===== src/rtl/uart_config_rx.sv =====
// UART 8N1 receiver and command parser driving the global trace enable and
// the configId/configData write bus shared by all building blocks.
module uart_config_rx #(
    parameter int CLKS_PER_BIT = 868,
    parameter int ID_BYTES     = 1,
    parameter int DATA_BYTES   = 1,
    parameter bit TRACE_RESET  = 1'b1
) (
    input  logic                    clk,
    input  logic                    reset,
    input  logic                    rx,
    output logic                    tracing,
    output logic [8*ID_BYTES-1:0]   configId,
    output logic [8*DATA_BYTES-1:0] configData,
    output logic                    configValid,
    output logic                    frameError
);

    localparam int IW   = 8 * ID_BYTES;
    localparam int DW   = 8 * DATA_BYTES;
    localparam int MAXB = (ID_BYTES > DATA_BYTES) ? ID_BYTES : DATA_BYTES;
    localparam int CW   = $clog2(MAXB) + 1;

    localparam logic [15:0] BIT_RELOAD  = 16'(CLKS_PER_BIT - 1);
    localparam logic [15:0] HALF_RELOAD = 16'(CLKS_PER_BIT / 2 - 1);
    localparam logic [CW-1:0] ID_LAST   = CW'(ID_BYTES - 1);
    localparam logic [CW-1:0] DATA_LAST = CW'(DATA_BYTES - 1);

    typedef enum logic [2:0] {R_IDLE, R_START, R_DATA, R_STOP, R_BREAK} r_state_t;
    typedef enum logic [1:0] {P_CMD, P_ID, P_DATA} p_state_t;

    r_state_t      r_state, r_next;
    p_state_t      p_state, p_next;
    logic          rx_meta, rxs;
    logic [15:0]   timer;
    logic [2:0]    bit_cnt;
    logic [7:0]    rx_byte;
    logic          tick, byte_valid, abort;
    logic [CW-1:0] byte_cnt;
    logic [IW-1:0] id_shadow;
    logic [DW-1:0] data_shadow;

    // Synchroniser flops reset to the idle line level so reset never looks like a start bit.
    always_ff @(posedge clk or posedge reset) begin
        if (reset) begin
            rx_meta <= 1'b1;
            rxs     <= 1'b1;
        end else begin
            // NOTE: non-blocking assignments let every flop sample the pre-edge value;
            // blocking here would collapse the two synchroniser stages into one.
            rx_meta <= rx;
            rxs     <= rx_meta;
        end
    end

    always_ff @(posedge clk or posedge reset) begin
        if (reset) r_state <= R_IDLE;
        else       r_state <= r_next;
    end

    assign tick = (timer == 16'd0);

    always_comb begin
        // NOTE: every output gets a default before the case so no path leaves one
        // unassigned, which would otherwise infer a latch.
        r_next     = r_state;
        byte_valid = 1'b0;
        abort      = 1'b0;
        unique case (r_state)
            R_IDLE:  if (!rxs) r_next = R_START;
            R_START: if (tick) r_next = rxs ? R_IDLE : R_DATA;
            R_DATA:  if (tick && bit_cnt == 3'd7) r_next = R_STOP;
            R_STOP: begin
                if (tick) begin
                    if (rxs) begin
                        byte_valid = 1'b1;
                        r_next     = R_IDLE;
                    end else begin
                        abort  = 1'b1;
                        r_next = R_BREAK;
                    end
                end
            end
            R_BREAK: if (rxs) r_next = R_IDLE;
            default: r_next = R_IDLE;
        endcase
    end

    // Idle keeps the half-bit delay preloaded; the sampling states reload a full bit on each tick.
    always_ff @(posedge clk or posedge reset) begin
        if (reset) begin
            timer   <= HALF_RELOAD;
            bit_cnt <= 3'd0;
            rx_byte <= 8'd0;
        end else begin
            unique case (r_state)
                R_IDLE: begin
                    timer   <= HALF_RELOAD;
                    bit_cnt <= 3'd0;
                end
                R_START, R_DATA, R_STOP: begin
                    timer <= tick ? BIT_RELOAD : timer - 16'd1;
                    if (r_state == R_DATA && tick) begin
                        rx_byte <= {rxs, rx_byte[7:1]};
                        bit_cnt <= bit_cnt + 3'd1;
                    end
                end
                default: ;
            endcase
        end
    end

    always_ff @(posedge clk or posedge reset) begin
        if (reset) p_state <= P_CMD;
        else       p_state <= p_next;
    end

    always_comb begin
        p_next = p_state;
        if (abort) begin
            p_next = P_CMD;
        end else if (byte_valid) begin
            unique case (p_state)
                P_CMD:   if (rx_byte == 8'h03) p_next = P_ID;
                P_ID:    if (byte_cnt == ID_LAST) p_next = P_DATA;
                P_DATA:  if (byte_cnt == DATA_LAST) p_next = P_CMD;
                default: p_next = P_CMD;
            endcase
        end
    end

    // Shadows absorb partial packets; the visible bus only changes on the final data byte.
    always_ff @(posedge clk or posedge reset) begin
        if (reset) begin
            tracing     <= TRACE_RESET;
            frameError  <= 1'b0;
            configId    <= '0;
            configData  <= '0;
            configValid <= 1'b0;
            byte_cnt    <= '0;
            id_shadow   <= '0;
            data_shadow <= '0;
        end else begin
            configValid <= 1'b0;
            if (abort) begin
                frameError <= 1'b1;
            end else if (byte_valid) begin
                unique case (p_state)
                    P_CMD: begin
                        unique case (rx_byte)
                            8'h01:   tracing    <= 1'b1;
                            8'h02:   tracing    <= 1'b0;
                            8'h03:   byte_cnt   <= '0;
                            8'h04:   frameError <= 1'b0;
                            default: ;
                        endcase
                    end
                    P_ID: begin
                        id_shadow <= (id_shadow << 8) | IW'(rx_byte);
                        byte_cnt  <= (byte_cnt == ID_LAST) ? '0 : byte_cnt + 1'b1;
                    end
                    P_DATA: begin
                        if (byte_cnt == DATA_LAST) begin
                            configId    <= id_shadow;
                            configData  <= (data_shadow << 8) | DW'(rx_byte);
                            configValid <= 1'b1;
                        end else begin
                            data_shadow <= (data_shadow << 8) | DW'(rx_byte);
                            byte_cnt    <= byte_cnt + 1'b1;
                        end
                    end
                    default: ;
                endcase
            end
        end
    end

endmodule


===== config.mk =====
export PLATFORM = sky130hd
export DESIGN_NAME = uart_config_rx
export DESIGN_NICKNAME = d
export VERILOG_FILES = /design/src/rtl/uart_config_rx.sv
export SDC_FILE = /design/constraint.sdc
export NUM_CORES = 1
export LEC_CHECK = 0
export BUFFER_PORTS_ARGS = -buffer_cell sky130_fd_sc_hd__buf_2
export CAP_MARGIN = 20
export CORE_ASPECT_RATIO = 0.8
export CORE_UTILIZATION = 40
export DETAILED_ROUTE_END_ITERATION = 8
export GPL_TIMING_DRIVEN = 0
export PLACE_DENSITY_LB_ADDON = 0.3
export SLEW_MARGIN = 40
export SYNTH_ARGS = -nofsm -noshare
export SYNTH_HDL_FRONTEND = slang
export SYNTH_SLANG_ARGS = --single-unit

===== constraint.sdc =====
create_clock -name clk -period 2.4 [get_ports clk]
set_input_delay 0.24 -clock clk [delete_from_list [all_inputs] [get_ports clk]]
set_output_delay 0.24 -clock clk [all_outputs]
set_load 0.01 [all_outputs]

==> run metrics <==
DRC errors left=0; Tcrit/Tclk final=95.1%; Num CTS Buffers=9; DIE HEIGHT=76.8 um; n_diodes=0; Crit path required time=2620 ps; Period minus WS final=2280 ps; ys async rst share=100%; Core Area=0.00657 mm^2; GR Util All Layers=16.6%; Final Non-Filler Cells=368; unrepaired setup endpoints after global routing=false; hold path cells=0; hold_sp=rx_meta; Synth top area share=47.4%; clk buf depth=2; Die Area=0.00734 mm^2; count leader, synth=dfrtp_1; endpoints failing hold=0; number of synthesized flops with an enable pin=0; area delta synth->final=19.1%; Remaining Overflow, GRT=0; worst-path maximum fanout=10; Slew Limit Fails=0; #FFs+latches synth=61; Hold Crit Class=flop to flop; clock-pin slew on the worst setup and hold paths=70 ps; dpl hpwl=3570 um; Reg2Reg Launch Point=timer[9]; Comb pwr share=1.4%; worst slew pin tran=744 ps; Critical Setup Path Class=flop to flop; Die X=95.5 um; first-pass GRT wire length=9170 um; Post-synth top flop=dfrtp_1; fmax=438 MHz; clock power share=50.8%; total negative slack=0 ps; arrival time at the worst endpoint=2510 ps; routability cong.=0.777; register share of total power=47.8%; DR iter-0 viols=170; clk sink count=61; status=complete, no violations; Storage cell area=0.00154 mm^2; TritonCTS clock tree=yes; cell taking the most area after synthesis=dfrtp_1; post-route ant nets=0; Syn. warnings=0; Filler Cells Inserted=556; synth cell count leaders=dfrtp_1, mux2_2, nand2_1; clock root buffer=clkbuf_8; Fin Clk Skew=7.42 ps; synth top area cells=dfrtp_1, mux2_2, dfstp_2, nand2_1, ha_1; routed via count=1,980; largest net degree at the start of global routing=44; PwrDens=648 mW/mm^2; slowest library cell on the worst path=dfrtp_1; WL/cell=14.5 um; maximum vdd drop=0.000295 V; layout cells sized above 1=32.7%; final setup vio count=0; dpl cells=346; syn nets=247; count of different cell masters after synthesis=47; Avg Cell Area, Syn=11.7 um^2; Internal=1.73 mW; Leakage=1.62 nW; Total Routed Length=5350 um; critical path launch point type=flop; crit-path max cell delay=420 ps; Starting Density=42.6%; initial antenna violation count=0; Reg-to-Reg End=configData[0]; Slew Limit Headroom=50.2%; worst skew pair latency=340 ps; Reg2Reg Setup Slack=120 ps; Syn Inst Count=240; crit end category=flop; Hold EP=rxs; # port buffers=21; I/O pins=22; max_cap viols=0; htree depth=3; Vias/cell=5.38; vias in the first global route=1,856; first drt pass iteration count=4; row cnt=26; # nets final=286; CP dominant cell by count=buf_4; Multi-input gate area=0.00120 mm^2; switching share of total power=19.9%; synthesized area=0.00280 mm^2; R2R cell count=7; cells along the critical path=or3_4 -> nor4_4 -> buf_4 -> nand4_4 -> nor2_4 -> buf_4 -> mux2_2; Net Sw Power=0.430 mW; part of the Yosys area used for sequential elements=54.9%
## layout by cell type (no fill, tap or decap), drive strengths merged, types with 5 or more instances in the layout
| cell type | instances |
|---|---|
| buf | 29 |
| mux2 | 33 |
| inv | 9 |
| o21ai | 10 |
| a21oi | 8 |
| clkbuf | 16 |
| nor2 | 14 |
| nor4 | 5 |
| nor3 | 5 |
| dfrtp | 53 |
| nand2 | 23 |
| a31oi | 5 |
| dfstp | 8 |
## worst max path at each step
stage | from | to | slack (ps) | cells after the start
after detailed placement | timer[9] | configData[2] | -130 | 6
after global placement | reset | rx_byte[1] | -140 | 2
after global routing | timer[9] | rx_byte[0] | 3 | 7
after CTS | timer[9] | rx_byte[0] | 40 | 6
after floorplan | timer[9] | configData[0] | 190 | 6
final | timer[9] | configData[0] | 120 | 7
## final cells by class
cell class                 count  area share, %
inverter                       9           1.09
sequential                    61           46.1
buffer                         8           1.13
clock buffer                  10           3.83
tap                           84           3.15
timing repair buffer          29           5.48
multi-input combinational    161           35.9
clock inverter                 6           3.34
## critical path, delay by kind of cell, from the launching register on
| kind | cells | cell delay, ps |
|---|---|---|
| buffers and inverters | 2 | 390 |
| and+or+nand+nor | 4 | 1010 |
| muxes | 1 | 350 |
| DFF | 1 | 420 |
## routing by layer
layer	share of wire, %	vias to the layer above	track usage (%)
met5	0	-	0
met4	1.1	0	6.42
met3	5.4	4	5.16
met2	42	50	21.2
met1	52	973	25.6
li1	-	953	-
## power groups by stage
stage / sequential, mW / combinational (mW) / clock [mW]
final: 1.03 / 0.0305 / 1.10
after global placement: 1.05 / 0.0249 / 0
after floorplan: 1.05 / 0.0171 / 0
after global routing: 1.03 / 0.0363 / 1.17
after detailed placement: 1.05 / 0.0299 / 0
after CTS: 1.03 / 0.0323 / 1.12
## sequential cells by signal, summed over array words and instances (netlist names)
register / count
p_state: 2
bit_cnt: 3
rxs: 1
timer: 16
r_state: 3
rx_byte: 8
configId: 8
tracing: 1
configData: 8
id_shadow: 8
frameError: 1
rx_meta: 1
configValid: 1
## kinds of logic (layout without fill, tap and decap cells)
group           after synthesis  in the layout  share of synthesized area [%]
buf+inv                      18             62                           2.59
compound gates               45             45                           10.5
simple gates                 77             77                           16.2
fa+ha+maj                     4              4                           1.79
flops                        61             61                           54.9
mux                          35             35                           14.0
## through the flow
step,worst slack (ps),power [mW],util [%],hold WS [ps],area [um^2]
after floorplan,186,1.07,-,244,2800
after global placement,-136,1.08,45.8,346,3010
after detailed placement,-134,1.08,46.2,206,3030
after CTS,39.8,2.18,50.4,356,3310
after global routing,2.69,2.24,50.7,358,3330
final,117,2.16,50.7,356,3330
## timing repair
item,CTS,global route
hold endpoints to repair,14,0
gates resized for setup,0,3
endpoints found under the setup margin,17,15
hold buffers,2,0
pin swaps,2,1
buffers inserted,3,2
(Power assumes the default switching activity.)
